$ cat src/rtl/sound_sequencer_if.sv
// sound_sequencer_if: strobes, mute level and speaker/busy outputs of the
// dino-game sound sequencer. The master side drives the pulses, the slave
// side is the sequencer itself.
interface sound_sequencer_if;
    logic i_frame_tick;
    logic i_jump_pulse;
    logic i_game_over_pulse;
    logic i_mute;
    logic o_sound;
    logic o_busy;

    modport master (
        output i_frame_tick,
        output i_jump_pulse,
        output i_game_over_pulse,
        output i_mute,
        input  o_sound,
        input  o_busy
    );

    modport slave (
        input  i_frame_tick,
        input  i_jump_pulse,
        input  i_game_over_pulse,
        input  i_mute,
        output o_sound,
        output o_busy
    );
endinterface

$ cat src/rtl/sound_sequencer.sv
// sound_sequencer: event-driven square-wave generator for the dino game.
// A jump strobe plays a short chirp, a game-over strobe plays a two-note
// descending jingle. Note lengths are counted in 60 Hz frame ticks, pitch is
// set by a clk-cycle half-period counter.
// Optional feature macro: SOUND_SEQ_GAP_EN inserts a silent GAP state of
// GAP_FRAMES ticks between the two game-over notes.
module sound_sequencer #(
    parameter int TONE_W      = 16,
    parameter int JUMP_HALF   = 12587,
    parameter int OVER_HALF_0 = 25175,
    parameter int OVER_HALF_1 = 37762,
    parameter int JUMP_FRAMES = 6,
    parameter int OVER_FRAMES = 15,
    parameter int GAP_FRAMES  = 4
) (
    input  logic             clk,
    input  logic             rst_n,
    sound_sequencer_if.slave bus
);

    typedef enum logic [2:0] {
        IDLE  = 3'd0,
        JUMP  = 3'd1,
        OVER1 = 3'd2,
        GAP   = 3'd3,
        OVER2 = 3'd4
    } state_t;

    state_t            state;
    logic [4:0]        frame_cnt;
    logic [TONE_W-1:0] half_cnt;
    logic              tone;
    logic              sound_out;
    logic              busy_out;

    // Per-state decode: tone wrap point, last frame count, exit target.
    logic [TONE_W-1:0] half_last;
    logic [4:0]        frame_last;
    logic              silent;
    state_t            exit_state;

    // Decode the current state's note parameters
    always_comb begin
        half_last  = '0;
        frame_last = '0;
        silent     = 1'b1;
        exit_state = IDLE;
        case (state)
            JUMP: begin
                half_last  = TONE_W'(JUMP_HALF - 1);
                frame_last = 5'(JUMP_FRAMES - 1);
                silent     = 1'b0;
                exit_state = IDLE;
            end
            OVER1: begin
                half_last  = TONE_W'(OVER_HALF_0 - 1);
                frame_last = 5'(OVER_FRAMES - 1);
                silent     = 1'b0;
`ifdef SOUND_SEQ_GAP_EN
                exit_state = GAP;
`else
                exit_state = OVER2;
`endif
            end
            // Only reachable when OVER1 exits into it; otherwise optimised away.
            GAP: begin
                frame_last = 5'(GAP_FRAMES - 1);
                exit_state = OVER2;
            end
            OVER2: begin
                half_last  = TONE_W'(OVER_HALF_1 - 1);
                frame_last = 5'(OVER_FRAMES - 1);
                silent     = 1'b0;
                exit_state = IDLE;
            end
            default: begin
                silent = 1'b1;
            end
        endcase
    end

    // Entry events: game over beats jump, jump only accepted in IDLE/JUMP.
    logic   jump_start;
    logic   frame_done;
    logic   enter;
    state_t enter_state;

    // Select which state (if any) is entered on this edge
    always_comb begin
        jump_start  = bus.i_jump_pulse && (state == IDLE || state == JUMP);
        frame_done  = bus.i_frame_tick && (state != IDLE) && (frame_cnt == frame_last);
        enter       = bus.i_game_over_pulse || jump_start || frame_done;
        enter_state = exit_state;
        if (bus.i_game_over_pulse) begin
            enter_state = OVER1;
        end else if (jump_start) begin
            enter_state = JUMP;
        end
    end

    // Sequencer FSM with frame/half-period counters and registered outputs
    always_ff @(posedge clk or negedge rst_n) begin
        if (!rst_n) begin
            state     <= IDLE;
            frame_cnt <= '0;
            half_cnt  <= '0;
            tone      <= 1'b0;
            sound_out <= 1'b0;
            busy_out  <= 1'b0;
        end else if (enter) begin
            // Every entry, including a restart, starts the note from scratch.
            state     <= enter_state;
            busy_out  <= (enter_state != IDLE);
            frame_cnt <= '0;
            half_cnt  <= '0;
            tone      <= 1'b0;
            sound_out <= 1'b0;
        end else begin
            if (bus.i_frame_tick && state != IDLE) begin
                frame_cnt <= frame_cnt + 5'd1;
            end
            if (silent) begin
                half_cnt <= '0;
                tone     <= 1'b0;
            end else if (half_cnt == half_last) begin
                half_cnt <= '0;
                tone     <= ~tone;
            end else begin
                half_cnt <= half_cnt + TONE_W'(1);
            end
            // Mute gate is registered, so it lags the mute level by one clk.
            sound_out <= tone & ~bus.i_mute;
        end
    end

    assign bus.o_sound = sound_out;
    assign bus.o_busy  = busy_out;

endmodule

$ cat src/flat_wrapper.sv
// flat-port wrapper written by rule: the top's interface ports become plain ports
module sound_sequencer_flat 
#(
    parameter int TONE_W      = 16,
    parameter int JUMP_HALF   = 12587,
    parameter int OVER_HALF_0 = 25175,
    parameter int OVER_HALF_1 = 37762,
    parameter int JUMP_FRAMES = 6,
    parameter int OVER_FRAMES = 15,
    parameter int GAP_FRAMES  = 4
)
  (clk, rst_n, bus_i_frame_tick, bus_i_jump_pulse, bus_i_game_over_pulse, bus_i_mute, bus_o_sound, bus_o_busy);
  sound_sequencer_if bus_i ();
  input  logic clk;
  input  logic rst_n;
  input wire logic [$bits(bus_i.i_frame_tick)-1:0] bus_i_frame_tick;
  input wire logic [$bits(bus_i.i_jump_pulse)-1:0] bus_i_jump_pulse;
  input wire logic [$bits(bus_i.i_game_over_pulse)-1:0] bus_i_game_over_pulse;
  input wire logic [$bits(bus_i.i_mute)-1:0] bus_i_mute;
  output wire logic [$bits(bus_i.o_sound)-1:0] bus_o_sound;
  output wire logic [$bits(bus_i.o_busy)-1:0] bus_o_busy;
  assign bus_i.i_frame_tick = bus_i_frame_tick;
  assign bus_i.i_jump_pulse = bus_i_jump_pulse;
  assign bus_i.i_game_over_pulse = bus_i_game_over_pulse;
  assign bus_i.i_mute = bus_i_mute;
  assign bus_o_sound = bus_i.o_sound;
  assign bus_o_busy = bus_i.o_busy;
  sound_sequencer #(.TONE_W(TONE_W), .JUMP_HALF(JUMP_HALF), .OVER_HALF_0(OVER_HALF_0), .OVER_HALF_1(OVER_HALF_1), .JUMP_FRAMES(JUMP_FRAMES), .OVER_FRAMES(OVER_FRAMES), .GAP_FRAMES(GAP_FRAMES)) u_core (.clk(clk), .rst_n(rst_n), .bus(bus_i));
endmodule
$ cat config.mk
export PLATFORM = sky130hd
export DESIGN_NAME = sound_sequencer_flat
export DESIGN_NICKNAME = d
export VERILOG_FILES = /design/src/rtl/sound_sequencer_if.sv /design/src/rtl/sound_sequencer.sv /design/src/flat_wrapper.sv
export SDC_FILE = /design/constraint.sdc
export NUM_CORES = 1
export LEC_CHECK = 0
export ABC_AREA = 0
export BUFFER_PORTS_ARGS = -buffer_cell sky130_fd_sc_hd__buf_2
export CORE_UTILIZATION = 50
export DETAILED_ROUTE_END_ITERATION = 12
export GPL_TIMING_DRIVEN = 0
export PLACE_DENSITY_LB_ADDON = 0.1
export SETUP_SLACK_MARGIN = 0.2
export SYNTH_ARGS = -nofsm -noshare
export SYNTH_HDL_FRONTEND = slang
export SYNTH_SLANG_ARGS = --single-unit
$ cat constraint.sdc
create_clock -name clk -period 2.4 [get_ports clk]
set_clock_uncertainty 0.05 [all_clocks]
set_input_delay 0.12 -clock clk [delete_from_list [all_inputs] [get_ports clk]]
set_output_delay 0.12 -clock clk [all_outputs]
set_load 0.005 [all_outputs]
# ---- Word level (Yosys, flattened, before mapping)
# Cells that the tools add are included.
dict set report classes {
  add_sub_neg 2
  eq_ne 7
  n_mux 14
  n_bitwise 3
  reduce_logical 13
}
# cell count
set op_table {}
lappend op_table {{$mux W16} 3}
lappend op_table {{$pmux W16 S3} 1}
lappend op_table {{$add A16 B1 Y16 const B} 1}
lappend op_table {{$eq A16 B16 Y1} 1}
lappend op_table {{$pmux W4 S3} 1}
lappend op_table {{$mux W5} 2}
lappend op_table {{$mux W3} 3}
lappend op_table {{$eq A3 B2 Y1 const B} 2}
lappend op_table {{$reduce_bool A3 Y1} 2}
lappend op_table {{$add A5 B1 Y5 const B} 1}
lappend op_table {{$eq A5 B4 Y1} 1}
lappend op_table {{$mux W1} 4}
lappend op_table {{$reduce_or A2 Y1} 2}
lappend op_table {{$eq A3 B1 Y1 const B} 1}
lappend op_table {{$eq A3 B3 Y1 const B} 1}
lappend op_table {{$logic_and A1 B1 Y1} 3}
lappend op_table {{$logic_not A3 Y1} 1}
lappend op_table {{$logic_or A1 B1 Y1} 3}
lappend op_table {{$ne A3 B1 Y1 const B} 1}
lappend op_table {{$reduce_or A3 Y1} 1}
lappend op_table {{$not A1 Y1} 2}
lappend op_table {{$reduce_bool A2 Y1} 1}
lappend op_table {{$and A1 B1 Y1} 1}
dict set report totals {
  register_bits 27
  input_bits 6
}

# ---- Depth between registers and ports, before layout
# Gate-level depths: netlist (run 1).
dict set report logic_depth {
  depth_word 7
  depth_mapped 9
  ltp_nobuf 6
}

# ---- Worst setup path after synthesis (run 1)
# Ideal clock, no wire load.
dict set report synth_timing {
  kind {reg2reg}
  from {register u_core.state[2]}
  to {register u_core.half_cnt[6]}
  t_arrival_ns 1.834
  required_ns 2.231
  path_slack_ns 0.398
  stages_incl_launch_ff 9
  path_buffers 2
  synth_period_minus_slack_ns 2.002
  path_cell_list {dfrtp_1 buf_6 or4b_1 a21oi_1 o21ai_1 nand4bb_1 o21bai_2 buf_4 nor2_1}
}
dict set report synth_via {
  elab_chain_cells 7
  elab_cells_between_ends 21
  cone_classes {6 x eq/ne; 5 x mux; 10 x reduce/logical}
}
# item line_no
set synth_rtl {}
lappend synth_rtl {{start: declaration} sound_sequencer.sv:29} ;# state_t state;
lappend synth_rtl {{start signal: assignment} sound_sequencer.sv:112} ;# state <= enter_state;
lappend synth_rtl {{parallel branches: the longest is 6 deep, another holds $pmux W16 S3} -}
lappend synth_rtl {{$mux W16 (*)} sound_sequencer.sv:110} ;# end else if (enter) begin
lappend synth_rtl {{end signal: assignment} sound_sequencer.sv:129} ;# half_cnt <= half_cnt + TONE_W'(1);
lappend synth_rtl {{end: declaration} sound_sequencer.sv:31} ;# logic [TONE_W-1:0] half_cnt;
# Mark *: on every way between the ends.
# A chain may end at the register's enable or synchronous reset.

# ---- Final worst setup path (run 1)
dict set report layout_timing {
  from {register u_core.state[2]}
  to {register u_core.tone}
}
dict set report layout_via {
  elab_chain_cells 7
  elab_cells_between_ends 21
  cone_classes {7 x eq/ne; 4 x mux; 10 x reduce/logical}
}
# item line_no
set layout_rtl {}
lappend layout_rtl {{$eq A3 B3 Y1 or $eq A3 B2 Y1 (tied branches)} sound_sequencer.sv:48} ;# case (state)
lappend layout_rtl {{$reduce_or A2 Y1 (no line)} -}
lappend layout_rtl {{$pmux W4 S3} sound_sequencer.sv:48}
lappend layout_rtl {{$eq A5 B4 Y1} sound_sequencer.sv:91} ;# frame_done = bus.i_frame_tick && (state != IDLE) && (frame_cnt == frame_last);
lappend layout_rtl {{$logic_and A1 B1 Y1} sound_sequencer.sv:91}
lappend layout_rtl {{$logic_or A1 B1 Y1} sound_sequencer.sv:92} ;# enter = bus.i_game_over_pulse || jump_start || frame_done;
lappend layout_rtl {{$ne A3 B1 Y1 (no line) or $mux W1 (tied branches)} -}
lappend layout_rtl {{end signal: assignment} sound_sequencer.sv:127} ;# tone <= ~tone;
lappend layout_rtl {{end: declaration} sound_sequencer.sv:32} ;# logic tone;
# Several ways; a longest one is shown, not always the timed one.

==> impl_metrics.xml, run 1 <==
<?xml version="1.0" encoding="UTF-8"?>
<metrics>
  <group name="timing">
    <metric name="timing.fmax" unit="MHz">476</metric>
    <metric name="grt_setup_unrepaired" unit="">yes</metric>
    <metric name="max_slew.worst_pin.slew" unit="ns">0.602</metric>
    <metric name="final_setup_violating_endpoints" unit="">0</metric>
    <metric name="crit_share_post_route" unit="%">87.6</metric>
    <metric name="period_minus_slack" unit="ns">2.10</metric>
    <metric name="final_hold_viol_count" unit="">0</metric>
    <metric name="slew_viol_final" unit="">0</metric>
    <metric name="worst_slew_margin" unit="%">59.9</metric>
    <metric name="timing.final.ws_setup" unit="ns">0.297</metric>
    <metric name="hold-worst-slack" unit="ns">0.00425</metric>
    <metric name="timing.setup.tns" unit="ns">0</metric>
  </group>
  <group name="power">
    <metric name="static-leakage-power" unit="nW">0.794</metric>
    <metric name="p_per_area" unit="nW/µm²">710</metric>
    <metric name="worst_ir_drop_vdd" unit="mV">0.331</metric>
    <metric name="total_power" unit="W">0.00127</metric>
  </group>
  <group name="logic_synthesis">
    <metric name="ys_async_sr_fraction" unit="%">100</metric>
    <metric name="syn-instance-count" unit="">170</metric>
    <metric name="synth_ff_type" unit="">sky130_fd_sc_hd__dfrtp_1</metric>
    <metric name="synth.net_count" unit="">178</metric>
    <metric name="synth-adder-area-share" unit="%">1.58</metric>
    <metric name="number_of_flip_flops_and_latches_in_the_synthesized_netlist" unit="">27</metric>
    <metric name="synth.largest_area_cell" unit="">sky130_fd_sc_hd__dfrtp_1</metric>
    <metric name="synth_compound_area_share" unit="%">8.93</metric>
    <metric name="synth_cell_types" unit="">41</metric>
    <metric name="synth_top_family_by_area" unit="">simple AND/OR/NAND/NOR gates</metric>
    <metric name="synth_area_per_cell" unit="µm²">9.31</metric>
    <metric name="synth.top_cell.area_share" unit="%">42.7</metric>
    <metric name="synth.yosys.seq_area_share" unit="%">42.7</metric>
    <metric name="synth-xor-area-share" unit="%">12.2</metric>
    <metric name="summed_instance_area_of_the_synthesized_netlist" unit="µm²">1580</metric>
    <metric name="netlist_top_cells_area" unit="">sky130_fd_sc_hd__dfrtp_1 (43%), sky130_fd_sc_hd__xor2_1 (9.4%), sky130_fd_sc_hd__nor2_1 (6.6%)</metric>
    <metric name="synth-edff-count" unit="">0</metric>
    <metric name="ys_warn_count" unit="">0</metric>
    <metric name="yosys-mux-area-fraction" unit="%">3.95</metric>
    <metric name="synth_simple_gate_area_share" unit="%">27.5</metric>
  </group>
  <group name="routing">
    <metric name="first_pass_iters" unit="">6</metric>
    <metric name="wl_per_cell" unit="µm">13.7</metric>
    <metric name="antenna_left" unit="">0</metric>
    <metric name="totalWireLength" unit="µm">3160</metric>
    <metric name="vias" unit="">1266</metric>
    <metric name="drcViolationCount" unit="">0</metric>
    <metric name="detail_route.vias_per_cell" unit="">5.48</metric>
    <metric name="initialDrtViolationCount" unit="">35</metric>
  </group>
  <group name="placed_design">
    <metric name="postPlaceCellArea" unit="µm²">1670</metric>
    <metric name="dpl_worst_slack" unit="ns">0.0583</metric>
    <metric name="gp_routability_congestion" unit="">0.879</metric>
    <metric name="placement.io_buffers" unit="">7</metric>
    <metric name="hpwl_after_dpl" unit="µm">2270</metric>
  </group>
  <group name="critical_path">
    <metric name="worstSetupEndpointType" unit="">register</metric>
    <metric name="crit_start" unit="">u_core.state[2]</metric>
    <metric name="required" unit="ns">2.62</metric>
    <metric name="worstSetupPathType" unit="">reg2reg</metric>
    <metric name="critPathArrivalTime" unit="ns">2.32</metric>
    <metric name="start_kind" unit="">register</metric>
    <metric name="cp_cell_sequence" unit="">buf_6 &gt; or4b_1 &gt; a21oi_1 &gt; o21ai_1 &gt; nand4bb_4 &gt; or3_1 &gt; a21oi_1</metric>
    <metric name="critical_path_peak_fanout" unit="">10</metric>
    <metric name="cp-endpoint" unit="">u_core.tone</metric>
    <metric name="critical-path-top-cell-by-count" unit="">sky130_fd_sc_hd__a21oi_1</metric>
    <metric name="r2r-end" unit="">u_core.tone</metric>
    <metric name="reg2reg_setup_slack" unit="ns">0.30</metric>
    <metric name="crit_cells" unit="">7</metric>
    <metric name="r2r_cells" unit="">7</metric>
    <metric name="slowest_cell_on_the_critical_path" unit="">sky130_fd_sc_hd__or4b_1</metric>
    <metric name="critical_path.max_stage_delay" unit="ns">0.51</metric>
    <metric name="cp_num_buf_inv" unit="">1</metric>
    <metric name="cp_top_family" unit="">simple AND/OR/NAND/NOR gates</metric>
    <metric name="reg2reg_from" unit="">u_core.state[2]</metric>
  </group>
  <group name="global_route">
    <metric name="initial_antenna_violation_count" unit="">0</metric>
    <metric name="grt_pass1_wl" unit="µm">5440</metric>
    <metric name="grt_start_max_net_pins" unit="">28</metric>
    <metric name="globalRouteOverflowTotal" unit="">0</metric>
    <metric name="grt_util_all_layers" unit="%">21.0</metric>
    <metric name="grt_pass1_vias" unit="">1271</metric>
  </group>
  <group name="cts">
    <metric name="cts.sink_count" unit="">27</metric>
    <metric name="tritoncts_clock_tree" unit="">yes</metric>
    <metric name="clock-root-buffer" unit="">sky130_fd_sc_hd__clkbuf_4</metric>
    <metric name="worstSkewPairLatency" unit="ns">0.33</metric>
    <metric name="cts.reportedPaths.clkPinSlew" unit="ns">0.15</metric>
    <metric name="cts_made_buffers" unit="">3</metric>
    <metric name="clockBufferDepth" unit="">2</metric>
    <metric name="ctsHtreeMaxLevel" unit="">1</metric>
  </group>
  <group name="layout">
    <metric name="seq_area" unit="µm²">676</metric>
    <metric name="most-common-layout-cells" unit="">sky130_fd_sc_hd__nor2_1 (28), sky130_fd_sc_hd__dfrtp_1 (27), sky130_fd_sc_hd__xor2_1 (17), sky130_fd_sc_hd__buf_2 (10), sky130_fd_sc_hd__nand2_1 (9)</metric>
    <metric name="antenna-diode-count" unit="">0</metric>
    <metric name="postLayoutCellArea" unit="µm²">1800</metric>
    <metric name="multi_input_area" unit="µm²">893</metric>
    <metric name="fin_nets" unit="">196</metric>
    <metric name="filler_cell_count" unit="">280</metric>
    <metric name="commonest_non_fill_non_tap_cell_in_the_layout" unit="">sky130_fd_sc_hd__nor2_1</metric>
    <metric name="post_route_cells_drive_above_1_share" unit="%">14.4</metric>
    <metric name="syn_to_final_growth" unit="%">13.4</metric>
  </group>
  <group name="floorplan">
    <metric name="fp.dieH" unit="µm">58.3</metric>
    <metric name="initial_core_util" unit="%">52.3</metric>
    <metric name="design.core.area" unit="µm²">3030</metric>
    <metric name="die-area" unit="µm²">3390</metric>
    <metric name="rows" unit="">20</metric>
    <metric name="io-pin-count" unit="">8</metric>
    <metric name="dieWidth" unit="µm">58.3</metric>
  </group>
  <group name="hold_path">
    <metric name="hold_wc_path_type" unit="">in2reg</metric>
  </group>
  <group name="run_status">
    <metric name="outcome" unit="">complete, no violations</metric>
  </group>
  <group name="run">
    <metric name="cap_violations" unit="">0</metric>
  </group>
</metrics>
## tightest hold or removal path: stages
cell	delay [ns]
sky130_fd_sc_hd__buf_2	0.10
sky130_fd_sc_hd__a21oi_2	0.08
sky130_fd_sc_hd__nand2_1	0.06
## area by class of cell
class                           count  area share, %
Clock inverter                      1          0.279
Sequential cell                    27           37.6
Buffer                              8           2.93
Tap cell                           44           3.07
Inverter                            1          0.209
Timing Repair Buffer               13           4.88
Multi-Input combinational cell    134           49.8
Clock buffer                        3           1.25
## state kept, by name (all words and copies together) (netlist names)
register / cells
u_core.bus.o_sound: 1
u_core.state: 3
u_core.half_cnt: 16
u_core.bus.o_busy: 1
u_core.tone: 1
u_core.frame_cnt: 5
## repair_timing
item | CTS | global route
endpoints found under the hold margin | 30 | 0
setup endpoints to repair | 11 | 12
resized for setup | 2 | 7
buffers inserted | 2 | 1
pin swaps | 3 | 2
cloned | 0 | 0
hold buffers | 3 | 0
## per-stage QoR
step / utilization (%) / instances
after floorplan: - / 170
after global placement: 55.2 / 221
after detailed placement: 55.2 / 221
after CTS: 57.9 / 230
after global routing: 59.3 / 231
final: 59.3 / 231
## how the worst min path moves through the flow
stage | end | slack [ns] | cells past startpoint | start
6_report | u_core.bus.o_busy | 0.004 | 3 | bus_i_jump_pulse
3_5_place_dp | u_core.frame_cnt[3] | 0.12 | 1 | rst_n
4_1_cts | u_core.state[0] | 0.003 | 3 | bus_i_jump_pulse
3_3_place_gp | u_core.frame_cnt[3] | 0.10 | 1 | rst_n
2_1_floorplan | u_core.bus.o_busy | -0.23 | 0 | rst_n
5_1_grt | u_core.bus.o_busy | 0.02 | 3 | bus_i_jump_pulse
## where the power goes
| part | total, W | switching (W) | internal [W] | leakage [nW] |
|---|---|---|---|---|
| combinational | 0.000535 | 0.000278 | 0.000257 | 0.413 |
| clock | 0.000195 | 0.000133 | 0.0000625 | 0.0177 |
| sequential | 0.000544 | 0.0000500 | 0.000494 | 0.363 |
## cell families (layout without fill, tap and decap cells)
logic type,count (synthesis),in the layout
and+or+nand+nor,81,81
DFF,27,27
AOI/OAI and AO/OA,23,23
xor gates and xnor gates,22,22
buffers and inverters,9,26
muxes,6,6
adders and majority gates,2,2
## synthesized netlist by cell type (2+ instances only)
library cell and count:
sky130_fd_sc_hd__nor2_1 28, sky130_fd_sc_hd__mux2i_1 4, sky130_fd_sc_hd__nand4_1 4, sky130_fd_sc_hd__and3_1 6, sky130_fd_sc_hd__xor2_1 17, sky130_fd_sc_hd__nor2b_1 5, sky130_fd_sc_hd__xnor2_1 5, sky130_fd_sc_hd__nor3b_1 3
sky130_fd_sc_hd__and3b_1 2, sky130_fd_sc_hd__o21ai_0 6, sky130_fd_sc_hd__buf_2 4, sky130_fd_sc_hd__nor4_1 2, sky130_fd_sc_hd__clkbuf_1 2, sky130_fd_sc_hd__or3_1 2, sky130_fd_sc_hd__a21oi_1 5, sky130_fd_sc_hd__dfrtp_1 27
sky130_fd_sc_hd__ha_1 2, sky130_fd_sc_hd__a21o_1 2, sky130_fd_sc_hd__nand3_1 6, sky130_fd_sc_hd__nand2b_1 3, sky130_fd_sc_hd__nand2_1 11, sky130_fd_sc_hd__o21ai_1 3, sky130_fd_sc_hd__nor4bb_1 2, sky130_fd_sc_hd__and4_1 2
## metal layers
layer / global-route usage, % / vias up / share of wire [%]
li1: - / 626 / -
met1: 25.0 / 617 / 45
met2: 36.8 / 16 / 51
met3: 3.13 / 7 / 2.2
met4: 10.5 / 0 / 1.7
met5: 0 / - / 0
Power figures use the tool's default switching activity.
==> run 2, diff against run 1 <==
--- a/config.mk
+++ b/config.mk
@@ -7,7 +7,9 @@
 export LEC_CHECK = 0
 export ABC_AREA = 0
 export BUFFER_PORTS_ARGS = -buffer_cell sky130_fd_sc_hd__buf_2
+export CAP_MARGIN = 10
 export CORE_UTILIZATION = 50
+export CTS_CLUSTER_DIAMETER = 60
 export DETAILED_ROUTE_END_ITERATION = 12
 export GPL_TIMING_DRIVEN = 0
 export PLACE_DENSITY_LB_ADDON = 0.1
==> constraint.sdc (replaced) <==
create_clock -name clk -period 2.4 [get_ports clk]
set_clock_uncertainty 0.05 [all_clocks]
set_input_delay 0.48 -clock clk [delete_from_list [all_inputs] [get_ports clk]]
set_output_delay 0.48 -clock clk [all_outputs]
set_load 0.005 [all_outputs]
==> run 2 against run 1 <==
Core utilization decreased by 0.99 points. Critical path depth increased by 1. Die area unchanged. First-iteration DRC count decreased by 31%. Clock power about the same. Non-clock buffer count decreased by 3. Global-route usage decreased by 0.094 points. Routed wire length decreased by 0.28%. Largest power group unchanged.
==> impl_metrics.xml, run 2 (synthesis results as in run 1) <==
<?xml version="1.0" encoding="UTF-8"?>
<metrics>
  <group name="run_status">
    <metric name="outcome" unit="">complete, no violations</metric>
  </group>
  <group name="power">
    <metric name="worst_ir_drop_vdd" unit="mV">0.335</metric>
    <metric name="p_per_area" unit="nW/µm²">720</metric>
    <metric name="static-leakage-power" unit="nW">0.781</metric>
    <metric name="total_power" unit="W">0.00127</metric>
  </group>
  <group name="critical_path">
    <metric name="worstSetupEndpointType" unit="">register</metric>
    <metric name="start_kind" unit="">register</metric>
    <metric name="worstSetupPathType" unit="">reg2reg</metric>
    <metric name="reg2reg_from" unit="">u_core.state[1]</metric>
    <metric name="critical_path_peak_fanout" unit="">10</metric>
    <metric name="critPathArrivalTime" unit="ns">2.29</metric>
    <metric name="crit_start" unit="">u_core.state[1]</metric>
    <metric name="required" unit="ns">2.58</metric>
  </group>
  <group name="floorplan">
    <metric name="io-pin-count" unit="">8</metric>
    <metric name="rows" unit="">20</metric>
    <metric name="design.core.area" unit="µm²">3030</metric>
    <metric name="die-area" unit="µm²">3390</metric>
    <metric name="initial_core_util" unit="%">52.3</metric>
    <metric name="fp.dieH" unit="µm">58.3</metric>
    <metric name="dieWidth" unit="µm">58.3</metric>
  </group>
  <group name="layout">
    <metric name="largest_register_ffs" unit="">16</metric>
    <metric name="biggestRegsByFlops" unit="">u_core.half_cnt: 16 flops, u_core.frame_cnt: 5 flops, u_core.state: 3 flops</metric>
    <metric name="syn_to_final_growth" unit="%">11.5</metric>
    <metric name="post_route_cells_drive_above_1_share" unit="%">14.7</metric>
    <metric name="antenna-diode-count" unit="">0</metric>
    <metric name="postLayoutCellArea" unit="µm²">1770</metric>
    <metric name="largest_register" unit="">u_core.half_cnt</metric>
    <metric name="filler_cell_count" unit="">280</metric>
    <metric name="most-common-layout-cells" unit="">sky130_fd_sc_hd__nor2_1 (28), sky130_fd_sc_hd__dfrtp_1 (27), sky130_fd_sc_hd__xor2_1 (17), sky130_fd_sc_hd__buf_2 (10), sky130_fd_sc_hd__nand2_1 (9)</metric>
    <metric name="commonest_non_fill_non_tap_cell_in_the_layout" unit="">sky130_fd_sc_hd__nor2_1</metric>
    <metric name="fin_nets" unit="">193</metric>
  </group>
  <group name="global_route">
    <metric name="grt_pass1_wl" unit="µm">5420</metric>
    <metric name="grt_start_max_net_pins" unit="">28</metric>
    <metric name="globalRouteOverflowTotal" unit="">0</metric>
    <metric name="initial_antenna_violation_count" unit="">0</metric>
    <metric name="grt_util_all_layers" unit="%">20.9</metric>
    <metric name="grt_pass1_vias" unit="">1262</metric>
  </group>
  <group name="timing">
    <metric name="slew_viol_final" unit="">0</metric>
    <metric name="final_setup_violating_endpoints" unit="">0</metric>
    <metric name="crit_share_post_route" unit="%">87.8</metric>
    <metric name="hold-worst-slack" unit="ns">0.0889</metric>
    <metric name="grt_setup_unrepaired" unit="">yes</metric>
    <metric name="timing.final.ws_setup" unit="ns">0.293</metric>
    <metric name="period_minus_slack" unit="ns">2.11</metric>
    <metric name="final_hold_viol_count" unit="">0</metric>
    <metric name="worst_slew_margin" unit="%">59.9</metric>
    <metric name="timing.setup.tns" unit="ns">0</metric>
    <metric name="timing.fmax" unit="MHz">475</metric>
    <metric name="max_slew.worst_pin.slew" unit="ns">0.601</metric>
  </group>
  <group name="routing">
    <metric name="totalWireLength" unit="µm">3150</metric>
    <metric name="antenna_left" unit="">0</metric>
    <metric name="detail_route.vias_per_cell" unit="">5.50</metric>
    <metric name="drcViolationCount" unit="">0</metric>
    <metric name="wl_per_cell" unit="µm">13.8</metric>
    <metric name="met2_wirelength" unit="µm">1610</metric>
    <metric name="vias" unit="">1253</metric>
    <metric name="routed-wl-met3" unit="µm">72</metric>
    <metric name="first_pass_iters" unit="">4</metric>
    <metric name="detail_route.wirelength.met1" unit="µm">1420</metric>
    <metric name="top_layer_used" unit="">met4</metric>
    <metric name="initialDrtViolationCount" unit="">24</metric>
  </group>
  <group name="cts">
    <metric name="clockBufferDepth" unit="">2</metric>
    <metric name="cts.reportedPaths.clkPinSlew" unit="ns">0.15</metric>
    <metric name="cts_made_buffers" unit="">3</metric>
    <metric name="cts.sink_count" unit="">27</metric>
    <metric name="worstSkewPairLatency" unit="ns">0.33</metric>
    <metric name="cts_hold_repair.buffers" unit="">0</metric>
    <metric name="tritoncts_clock_tree" unit="">yes</metric>
    <metric name="ctsHtreeMaxLevel" unit="">1</metric>
    <metric name="clock-root-buffer" unit="">sky130_fd_sc_hd__clkbuf_4</metric>
  </group>
  <group name="placed_design">
    <metric name="hpwl_after_dpl" unit="µm">2270</metric>
    <metric name="gp_routability_congestion" unit="">0.879</metric>
    <metric name="placement.io_buffers" unit="">7</metric>
    <metric name="dpl_worst_slack" unit="ns">0.0583</metric>
    <metric name="postPlaceCellArea" unit="µm²">1670</metric>
  </group>
  <group name="hold_path">
    <metric name="hold_wc_path_type" unit="">in2async</metric>
  </group>
  <group name="run">
    <metric name="cap_violations" unit="">0</metric>
  </group>
</metrics>
==> run 2: changes by cell type in the layout (fill, tap and decap cells not counted) <==
cell | before | now
sky130_fd_sc_hd__dlygate4sd3_1 | 3 | 0
==> run 2: final cells by class <==
type                    instances  area (µm²)  share of cell area [%]
well taps                      44        55.1                    3.12
clock buffers                   3        22.5                    1.28
plain buffers                   8        52.6                    2.98
inverters                       1        3.75                   0.213
flip-flops and latches         27         676                    38.3
repair buffers                 10        57.6                    3.26
clock inverters                 1        5.00                   0.283
multi-input cells             134         893                    50.6
==> run 2: final timing paths <==
kind,to,slack [ns],cells past startpoint
hold / removal,u_core.half_cnt[14],0.09,1
hold reg to reg,u_core.bus.o_busy,0.48,2
max in group asynchronous,u_core.half_cnt[11],1.81,1
setup / recovery,u_core.state[2],0.29,8
setup reg to reg,u_core.state[2],0.29,8
min in group clk,u_core.bus.o_sound,0.23,2
==> run 2: per-layer routing <==
layer  up-vias  global-route usage [%]
met5         -                       0
met4         0                    10.5
met3         7                    3.13
met2        14                    36.6
met1       614                    24.9
li1        618                       -
==> run 2: repair_timing <==
item                       in CTS  in global routing
cloned                          0                  0
pin swaps                       3                  2
gates resized for setup         2                  7
setup endpoints to repair      11                 12
setup buffers                   2                  1
==> run 2: power breakdown <==
group | switching, W | total, W | internal (W)
sequential | 0.0000503 | 0.000545 | 0.000494
clock | 0.000132 | 0.000194 | 0.0000625
combinational | 0.000277 | 0.000532 | 0.000254
==> run 2: metrics by stage <==
| step | std cells | util (%) |
|---|---|---|
| floorplan | 170 | - |
| finish | 228 | 58.3 |
| detailed placement | 221 | 55.2 |
| CTS | 227 | 56.9 |
| global placement | 221 | 55.2 |
| global route | 228 | 58.3 |
==> run 2: critical path, cell delays in order (launching register included) <==
cell and delay, ns:
sky130_fd_sc_hd__dfrtp_1 0.37, sky130_fd_sc_hd__buf_2 0.20, sky130_fd_sc_hd__buf_2 0.25, sky130_fd_sc_hd__nor2b_1 0.16
sky130_fd_sc_hd__o21bai_1 0.08, sky130_fd_sc_hd__a221oi_2 0.31, sky130_fd_sc_hd__nand2_2 0.13, sky130_fd_sc_hd__nand2_4 0.13
sky130_fd_sc_hd__mux2_1 0.32
